## src/rtl/apb_sevenseg.sv

```systemverilog
// APB slave driving an 8-digit multiplexed common-anode seven-segment display.
// Optional macro SEVENSEG_BRIGHTNESS_EN adds the BRIGHT register (0x0C) and per-slot dimming.
module apb_sevenseg #(
   parameter int DW       = 32,
   parameter int AW       = 32,
   parameter int SCAN_DIV = 100000
) (
   input  logic          pCLK,
   input  logic          pRESET,
   input  logic [AW-1:0] pADDR,
   input  logic          pSEL,
   input  logic          pENABLE,
   input  logic          pWRITE,
   input  logic [DW-1:0] pWDATA,
   output logic [DW-1:0] pRDATA,
   output logic          pREADY,
   output logic          pSLVERR,
   output logic [7:0]    an,
   output logic [6:0]    seg,
   output logic          dp
);

   localparam int CW = $clog2(SCAN_DIV);
   localparam logic [CW-1:0] DIV_LAST = CW'(SCAN_DIV - 1);

   logic [DW-1:0] data_reg;
   logic [7:0]    ctrl_reg;
   logic [7:0]    dp_reg;
   logic [CW-1:0] div_cnt_reg;
   logic [2:0]    idx_reg;
   logic [7:0]    an_reg;
   logic [6:0]    seg_reg;
   logic          dp_out_reg;

   logic          acc, wr, rd;
   logic [6:0]    offset;
   logic          sel_data, sel_ctrl, sel_dp, sel_bright, valid;
   logic          lit;
   logic [3:0]    nib [8];
   logic [3:0]    cur_nib;
   logic [6:0]    hex_seg;
   logic          unused_addr;

   assign pREADY   = 1'b1;
   assign acc      = pSEL & pENABLE & pREADY;
   assign wr       = acc & pWRITE;
   assign rd       = acc & ~pWRITE;
   assign offset   = pADDR[6:0];
   assign sel_data = (offset == 7'h00);
   assign sel_ctrl = (offset == 7'h04);
   assign sel_dp   = (offset == 7'h08);
   assign valid    = sel_data | sel_ctrl | sel_dp | sel_bright;
   assign pSLVERR  = acc & ~valid;
   assign unused_addr = ^pADDR[AW-1:7];

`ifdef SEVENSEG_BRIGHTNESS_EN
   // Sub-phase counter runs in lockstep with div_cnt so that sub = div_cnt / SUB_LEN
   // without a hardware divider; both wrap together since SCAN_DIV = 16 * SUB_LEN.
   localparam int SUB_LEN = SCAN_DIV / 16;
   localparam int SW = (SUB_LEN > 1) ? $clog2(SUB_LEN) : 1;
   localparam logic [SW-1:0] SUB_LAST = SW'(SUB_LEN - 1);

   logic [3:0]    bright_reg;
   logic [SW-1:0] sub_cnt_reg;
   logic [3:0]    sub_reg;

   assign sel_bright = (offset == 7'h0C);
   assign lit        = (sub_reg <= bright_reg);

   always_ff @(posedge pCLK) begin
      if (pRESET) begin
         bright_reg  <= 4'hF;
         sub_cnt_reg <= '0;
         sub_reg     <= '0;
      end else begin
         if (wr && sel_bright)
            bright_reg <= pWDATA[3:0];
         if (sub_cnt_reg == SUB_LAST) begin
            sub_cnt_reg <= '0;
            sub_reg     <= sub_reg + 4'd1;
         end else begin
            sub_cnt_reg <= sub_cnt_reg + 1'b1;
         end
      end
   end
`else
   assign sel_bright = 1'b0;
   assign lit        = 1'b1;
`endif

   always_comb begin
      pRDATA = '0;
      if (rd) begin
         if (sel_data)
            pRDATA = data_reg;
         else if (sel_ctrl)
            pRDATA = {{(DW-8){1'b0}}, ctrl_reg};
         else if (sel_dp)
            pRDATA = {{(DW-8){1'b0}}, dp_reg};
`ifdef SEVENSEG_BRIGHTNESS_EN
         else if (sel_bright)
            pRDATA = {{(DW-4){1'b0}}, bright_reg};
`endif
      end
   end

   always_ff @(posedge pCLK) begin
      if (pRESET) begin
         data_reg <= '0;
         ctrl_reg <= '0;
         dp_reg   <= '0;
      end else if (wr) begin
         if (sel_data)
            data_reg <= pWDATA;
         if (sel_ctrl)
            ctrl_reg <= pWDATA[7:0];
         if (sel_dp)
            dp_reg <= pWDATA[7:0];
      end
   end

   always_ff @(posedge pCLK) begin
      if (pRESET) begin
         div_cnt_reg <= '0;
         idx_reg     <= '0;
      end else if (div_cnt_reg == DIV_LAST) begin
         div_cnt_reg <= '0;
         idx_reg     <= idx_reg + 3'd1;
      end else begin
         div_cnt_reg <= div_cnt_reg + 1'b1;
      end
   end

   for (genvar gi = 0; gi < 8; gi++) begin : g_nib
      assign nib[gi] = data_reg[4*gi +: 4];
   end

   assign cur_nib = nib[idx_reg];

   always_comb begin
      hex_seg = 7'h7F;
      case (cur_nib)
         4'h0: hex_seg = 7'h40;
         4'h1: hex_seg = 7'h79;
         4'h2: hex_seg = 7'h24;
         4'h3: hex_seg = 7'h30;
         4'h4: hex_seg = 7'h19;
         4'h5: hex_seg = 7'h12;
         4'h6: hex_seg = 7'h02;
         4'h7: hex_seg = 7'h78;
         4'h8: hex_seg = 7'h00;
         4'h9: hex_seg = 7'h10;
         4'hA: hex_seg = 7'h08;
         4'hB: hex_seg = 7'h03;
         4'hC: hex_seg = 7'h46;
         4'hD: hex_seg = 7'h21;
         4'hE: hex_seg = 7'h06;
         4'hF: hex_seg = 7'h0E;
         default: hex_seg = 7'h7F;
      endcase
   end

   // Pins are registered so at most one anode is ever low and a reset blanks on the next edge.
   always_ff @(posedge pCLK) begin
      if (pRESET) begin
         an_reg     <= 8'hFF;
         seg_reg    <= 7'h7F;
         dp_out_reg <= 1'b1;
      end else if (ctrl_reg[idx_reg] && lit) begin
         an_reg     <= ~(8'd1 << idx_reg);
         seg_reg    <= hex_seg;
         dp_out_reg <= ~dp_reg[idx_reg];
      end else begin
         an_reg     <= 8'hFF;
         seg_reg    <= 7'h7F;
         dp_out_reg <= 1'b1;
      end
   end

   assign an  = an_reg;
   assign seg = seg_reg;
   assign dp  = dp_out_reg;

endmodule

```

## config.mk

```make
export PLATFORM = sky130hd
export DESIGN_NAME = apb_sevenseg
export DESIGN_NICKNAME = d
export VERILOG_FILES = /design/src/rtl/apb_sevenseg.sv
export SDC_FILE = /design/constraint.sdc
export NUM_CORES = 1
export LEC_CHECK = 0
export ABC_CLOCK_PERIOD_IN_PS = 2600
export CAP_MARGIN = 25
export CORE_AREA = 2 2 102 104
export DETAILED_ROUTE_END_ITERATION = 6
export DIE_AREA = 0 0 104 106
export PLACE_DENSITY = 0.72
export REMOVE_ABC_BUFFERS = 1
export SLEW_MARGIN = 20
export SYNTH_ARGS = -nofsm -noshare
export SYNTH_HDL_FRONTEND = slang
export SYNTH_SLANG_ARGS = --single-unit
```

## constraint.sdc

```tcl
create_clock -name pCLK -period 2.6 [get_ports pCLK]
set_clock_uncertainty 0.15 [all_clocks]
set_input_delay 0.52 -clock pCLK [delete_from_list [all_inputs] [get_ports pCLK]]
set_output_delay 0.52 -clock pCLK [all_outputs]
set_load 0.005 [all_outputs]
```

# --- Word-level counts from Yosys, hierarchy flattened ---
# Memories as Yosys holds them, arrays and structs flattened. A register that Yosys moved wholly into a read port is not among the register bits.
# Cells that the tools add are included.
classes:
  addsub: 2
  n_mul: 0
  n_div: 0
  order_cmp: 2
  eq_ne: 3
  shift: 1
  muxes: 11
  n_bitwise: 12
  n_reduce_logical: 6
op_table:
  columns: ["operator", "n"]
  rows:
  - ["$mux 32", 2]
  - ["$add 17x1->17 const B", 1]
  - ["$eq 17x17->1 const B", 1]
  - ["$mux 8", 2]
  - ["$bmux 4 s3", 1]
  - ["$mux 4", 2]
  - ["$not 8->8", 1]
  - ["$shl 1x3->8 const A", 1]
  - ["$eq 7x3->1 const B", 1]
  - ["$eq 7x4->1 const B", 1]
  - ["$logic_not 7->1", 1]
  - ["$bmux 1 s3", 2]
  - ["$reduce_and 2->1", 3]
  - ["$and 1x1->1", 4]
  - ["$ge 4x4->1 const B", 1]
  - ["$lt 3x4->1 const B", 1]
  - ["$not 1->1", 4]
  - ["$not 3->4", 1]
  - ["$reduce_or 2->1", 2]
  - ["$add 3x1->3 const B", 1]
  - ["$mux 1", 2]
  - ["$or 1x1->1", 2]
word_totals:
  ff_bits: 77
  latch_bits: 0
  ramBits: 0
  mem_bits_ro: 112
  input_bits: 69
  out_inout_bits: 50
  word_cells: 45
  mem_count: 1
memory_table:
  columns: ["name", "words", "width", "rd", "rd_clocked_by_memory_dff", "write_ports", "line_no", "text"]
  rows:
  - ["(no name shown)", 16, 7, 1, 1, 0, "142", "case (cur_nib)"]

# --- Logic depth before layout (Yosys ltp) ---
depth:
  ltp_word: 5
  ltp_mapped: 9
  mapped_depth_nobuf: 7

# --- Worst setup path after synthesis ---
# Ideal clock, no wire load.
synth_path:
  path_type: "register -> register"
  from: "reg idx_reg[0]"
  to: "reg seg_reg[3] (netlist: seg[3])"
  setup_time_ns: 0.120
  t_arrival_ns: 2.141
  required_ns: 2.330
  slack_ns: 0.190
  stages_incl_launch_ff: 9
  n_path_buf: 1
  period_less_slack_ns: 2.410
  cell_sequence: "dfxtp_1 -> buf_6 -> mux4_1 -> mux2i_2 -> inv_1 -> ha_1 -> o21ai_2 -> o211ai_4 -> a211o_1"
synth_between:
  elab_chain_len: 4
  elab_cells_between_ends: 8
  cone_classes: "mux: 5; bitwise: 2; reduce/logical: 1"
synth_rtl:
  columns: ["item", "line_no", "text"]
  rows:
  - ["from (decl)", "30", "logic [2:0] idx_reg;"]
  - ["from (signal assigned)", "128", "idx_reg <= idx_reg + 3'd1;"]
  - ["$not 3->4 (not written as such) or $bmux 1 s3 (tied branches)", "138, 169", null]
  - ["$bmux 4 s3 or $mux 1 (tied branches)", "138, 169", null]
  - ["$mux 4 (not written as such) or $not 1->1 (tied branches)", null, null]
  - ["$mux 4 (not written as such) or $reduce_or 2->1 (tied branches)", null, null]
  - ["to (decl)", "32", "logic [6:0] seg_reg;"]
# Parallel ways exist; a longest one is shown, timed or not. The select of a mux whose other input is x is not followed.
# A chain may end at the register's enable or synchronous reset.

# --- Worst setup path in the final report ---
layout_path:
  from: "in pADDR[5]"
  to: "out pRDATA[3]"
layout_between:
  elab_chain_len: 5
  elab_cells_between_ends: 7
  cone_classes: "eq/ne: 2; mux: 4; reduce/logical: 1"
layout_rtl:
  columns: ["item", "line_no", "text"]
  rows:
  - ["from (decl)", "10", "input logic [AW-1:0] pADDR,"]
  - ["$eq 7x4->1", "51", "assign sel_dp = (offset == 7'h08);"]
  - ["$mux 8", "98", "else if (sel_dp)"]
  - ["$mux 8", "96", "else if (sel_ctrl)"]
  - ["$mux 32 *", "94", "if (sel_data)"]
  - ["$mux 32 *", "93", "if (rd) begin"]
  - ["to (decl)", "15", "output logic [DW-1:0] pRDATA,"]
# Mark *: on every way between the ends. The rest lies on a longest branch, timed or not.

==> results list <==
- Among all stages on the critical path, the largest delay is contributed by sky130_fd_sc_hd__or3_4.
* Pins Over Slew Limit: 0
- Proportion of register bits with asynchronous set or reset after synthesis: 0%
* Vertical die dimension: 106 µm
* Antenna diode count: 0
- Switch Pwr: 0.545 mW
* Share of the synthesized area in the top cell type: 40.5%
* Source-to-sink clock delay at the later pin of the worst-skew pair: 0.36 ns
* Deepest level of the CTS H-tree: 3
* Req. time, crit path: 1.93 ns
- The synthesized netlist contains 56 unique library cells.
- Of all nets on the critical path, the largest fanout is 7.
- The total area inside the core boundary comes to 10000 µm².
- Across the VDD grid, the largest voltage drop is 0.000217 V.
- Root Buffer Master: sky130_fd_sc_hd__clkbuf_8
- For this design, the CTS-stage hold fixing added 0 buffers.
- Walking the worst path, the cells encountered are buf_6, nor3_4, nand2_1, or3_4, buf_6, a2111oi_4, buf_4, buf_6.
- Power spread over the standard cell area amounts to 401 nW/µm².
- In this run the critical register-to-register path is captured at seg[3].
- For this run, design rule violations remaining after detail routing come to 0.
- DRC marker count from the first detailed-route iteration: 176
* Final setup violation count: 0
- Dividing the final minimum period by the clock period gives 98.7%.
* Worst-case register-to-register setup slack: 0.11 ns
* Largest net degree at the start of global routing: 39
- Post-DP HPWL: 7.45 mm
- Wire length of the first global-routing pass: 17.0 mm
- The clock network burns 38.7% of the power.
* Post-synthesis to final-layout area growth: 40.7%
* CP max stage delay: 0.42 ns
- The die covers 11,000 µm².
- CP startpoint: pADDR[5]
- The cell that appears most often on the critical path is sky130_fd_sc_hd__buf_6.
- Counting cells, the worst reg-to-reg path comes to 8.
- Setup total negative slack on the finished layout was measured at 0 ns.
- Leading cell types in the layout, fill and taps excluded: 91 x sky130_fd_sc_hd__nor2_1, 84 x sky130_fd_sc_hd__dfxtp_1, 54 x sky130_fd_sc_hd__mux2i_1, 48 x sky130_fd_sc_hd__clkdlybuf4s50_1, 31 x sky130_fd_sc_hd__buf_4
- The count of buffers added on input and output ports is 92.
- Synth warnings: 0
* Gate count of the mapped netlist: 431
* Crit path setup slack, layout: 0.0339 ns
* Total clock buffers created by CTS: 9
* Number of antenna violations at the first check in global routing: 0
- Global routing consumed, over all layers together, 19.1% of the routing resources.
* Count of vias placed by the detailed router: 3,482
- Timing-limited maximum frequency: 390 MHz
- The post-route netlist has 22.0% of its cells at a drive strength greater than 1.
- Crit path arrival time: 1.90 ns
* Number of optimization iterations in the first detailed-route pass: 4
- Total standard cell area after synthesis: 4160 µm²
- Most area-hungry cell type in the Yosys netlist: sky130_fd_sc_hd__dfxtp_1
- Clock period minus final worst setup slack: 2.57 ns
* Part of the total power dissipated in combinational logic: 6.1%
* Hold/Removal Path Class: flip-flop to flip-flop
- After detailed routing, the average wire length per cell comes to 15.1 µm.
* Internal power summed over all cells: 1.80 mW
- Before CTS, the worst setup slack after placement is -0.861 ns.
* Most common flop cell mapped by yosys: sky130_fd_sc_hd__dfxtp_1
- The worst hold path terminates at div_cnt_reg[0].
* Number of flip-flops in the largest register: 32
- Global routing finished with a remaining overflow of 0.
- Most area-consuming cells after synthesis: sky130_fd_sc_hd__dfxtp_1 40%, sky130_fd_sc_hd__mux2i_1 13%, sky130_fd_sc_hd__nor2_1 8.4%
- Setup repair after global routing could not meet its margin everywhere.
- 119 I/O pins were placed.
- STA classifies the critical path endpoint as an output port.
* Post-CTS clock slew at the launch and capture registers of the worst setup and hold paths: 0.08 ns
- Critical setup path kind: input port to output port
- The worst register-to-register path begins at idx_reg[0].
- Status: completed
- Clock tree from TritonCTS: yes
- Leaving out fill and tap cells, the most frequent cell in the layout is sky130_fd_sc_hd__nor2_1.
* Number of flops mapped to enable cells by yosys: 0
- Sequential share of the synthesized area: 40.5%
- Number of register bits inferred by synthesis: 84
* Overall power consumption: 2.34 mW
- Hold path cells: 1
- Sw Share: 23.3%
- For this configuration, the core starts out at a cell density of 41.6%.
- Across the run, the number of max-cap violations was 0.
- The die is 104 µm wide.
* Clock sink total: 84
- In this run the most critical hold path is launched from div_cnt_reg[0].
- The worst setup path is launched from an input port.
* Nets: 634
* Number of nets with antenna violations after detailed routing: 0
- In this run the static leakage power is 2.19 nW.
- Proportion of power drawn by flip-flops and latches: 55.2%
- Final weighted congestion in routability-driven placement: 0.812
- The longest clock path from root to sink contains 2 buffers.
- Wires add up to 10.5 mm.
* Via/cell ratio: 5.02
- Post-synthesis area per instance: 9.64 µm²
- Number of global-route vias before repair: 3,455
- Hold Violations, Final: 0
* Cell row count: 37
[how the worst max path moves through the flow]
stage                 to
2_1_floorplan     seg[3]
3_3_place_gp   pRDATA[3]
3_5_place_dp   pRDATA[2]
4_1_cts        pRDATA[3]
5_1_grt        pRDATA[3]
6_report       pRDATA[3]
[cells by family (layout without fill, tap and decap cells)]
kind of cell / Yosys count / in the layout / synth area share [%]
and+or+nand+nor: 186 / 186 / 21.2
DFF: 84 / 84 / 40.5
other: 1 / 1 / 0.0902
adders and majority gates: 12 / 12 / 3.61
buffers and inverters: 33 / 160 / 4.46
muxes: 70 / 70 / 20.9
AOI/OAI and AO/OA: 29 / 29 / 5.93
xor gates and xnor gates: 16 / 16 / 3.37
[through the flow]
stage	hold slack [ns]	std cells	util [%]	area (µm²)
2_1_floorplan	0.276	407	-	4000
3_3_place_gp	0.288	657	53.2	5320
3_5_place_dp	0.297	657	53.2	5320
4_1_cts	0.317	689	58.1	5810
5_1_grt	0.366	694	58.4	5840
6_report	0.310	694	58.4	5840
[per-layer routing]
layer  GRT usage [%]  wire length (µm)  up-vias
met4            8.59               188        0
li1                -                 -     1722
met2            32.6              5170       95
met5               0                 0        -
met1            24.2              4720     1647
met3            2.58               400       18
[worst max-delay path, delay by kind of cell]
kind | cells | cell delay, ns
AOI/OAI and AO/OA | 1 | 0.18
buffers and inverters | 4 | 0.50
and+or+nand+nor | 3 | 0.70
[timing repair]
action	CTS	global route
gates resized for setup	133	5
setup endpoints to repair	33	28
pin swaps	12	4
gates cloned	1	0
buffers inserted	16	5
[synth_stat cells (3+ instances only)]
cell type / n
sky130_fd_sc_hd__buf_6: 3
sky130_fd_sc_hd__nand2_1: 30
sky130_fd_sc_hd__nor3_1: 6
sky130_fd_sc_hd__mux2i_1: 54
sky130_fd_sc_hd__and3_1: 4
sky130_fd_sc_hd__buf_2: 3
sky130_fd_sc_hd__nor2_1: 93
sky130_fd_sc_hd__ha_1: 12
sky130_fd_sc_hd__o221ai_1: 3
sky130_fd_sc_hd__clkbuf_1: 10
sky130_fd_sc_hd__buf_4: 5
sky130_fd_sc_hd__mux4_2: 9
sky130_fd_sc_hd__and2_1: 24
sky130_fd_sc_hd__xnor2_1: 9
sky130_fd_sc_hd__xor2_1: 7
sky130_fd_sc_hd__nand4_1: 4
sky130_fd_sc_hd__inv_1: 6
sky130_fd_sc_hd__a2111oi_0: 8
sky130_fd_sc_hd__inv_2: 3
sky130_fd_sc_hd__dfxtp_1: 84
sky130_fd_sc_hd__nand3_1: 9
[power groups by stage]
| stage | combinational, mW | clock (mW) | sequential, mW |
|---|---|---|---|
| 2_1_floorplan | 0.0241 | 0 | 1.32 |
| 3_3_place_gp | 0.126 | 0 | 1.32 |
| 3_5_place_dp | 0.127 | 0 | 1.32 |
| 4_1_cts | 0.140 | 0.926 | 1.29 |
| 5_1_grt | 0.153 | 0.970 | 1.29 |
| 6_report | 0.142 | 0.906 | 1.29 |
[cell type report]
cell class | count | area, µm²
Fill cell | 863 | 4160
Multi-Input combinational cell | 314 | 2480
Sequential cell | 84 | 1680
Timing Repair Buffer | 135 | 1280
Tap cell | 136 | 170
Clock buffer | 12 | 165
Inverter | 9 | 33.8
Clock inverter | 4 | 31.3
(Power assumes the default switching activity.)
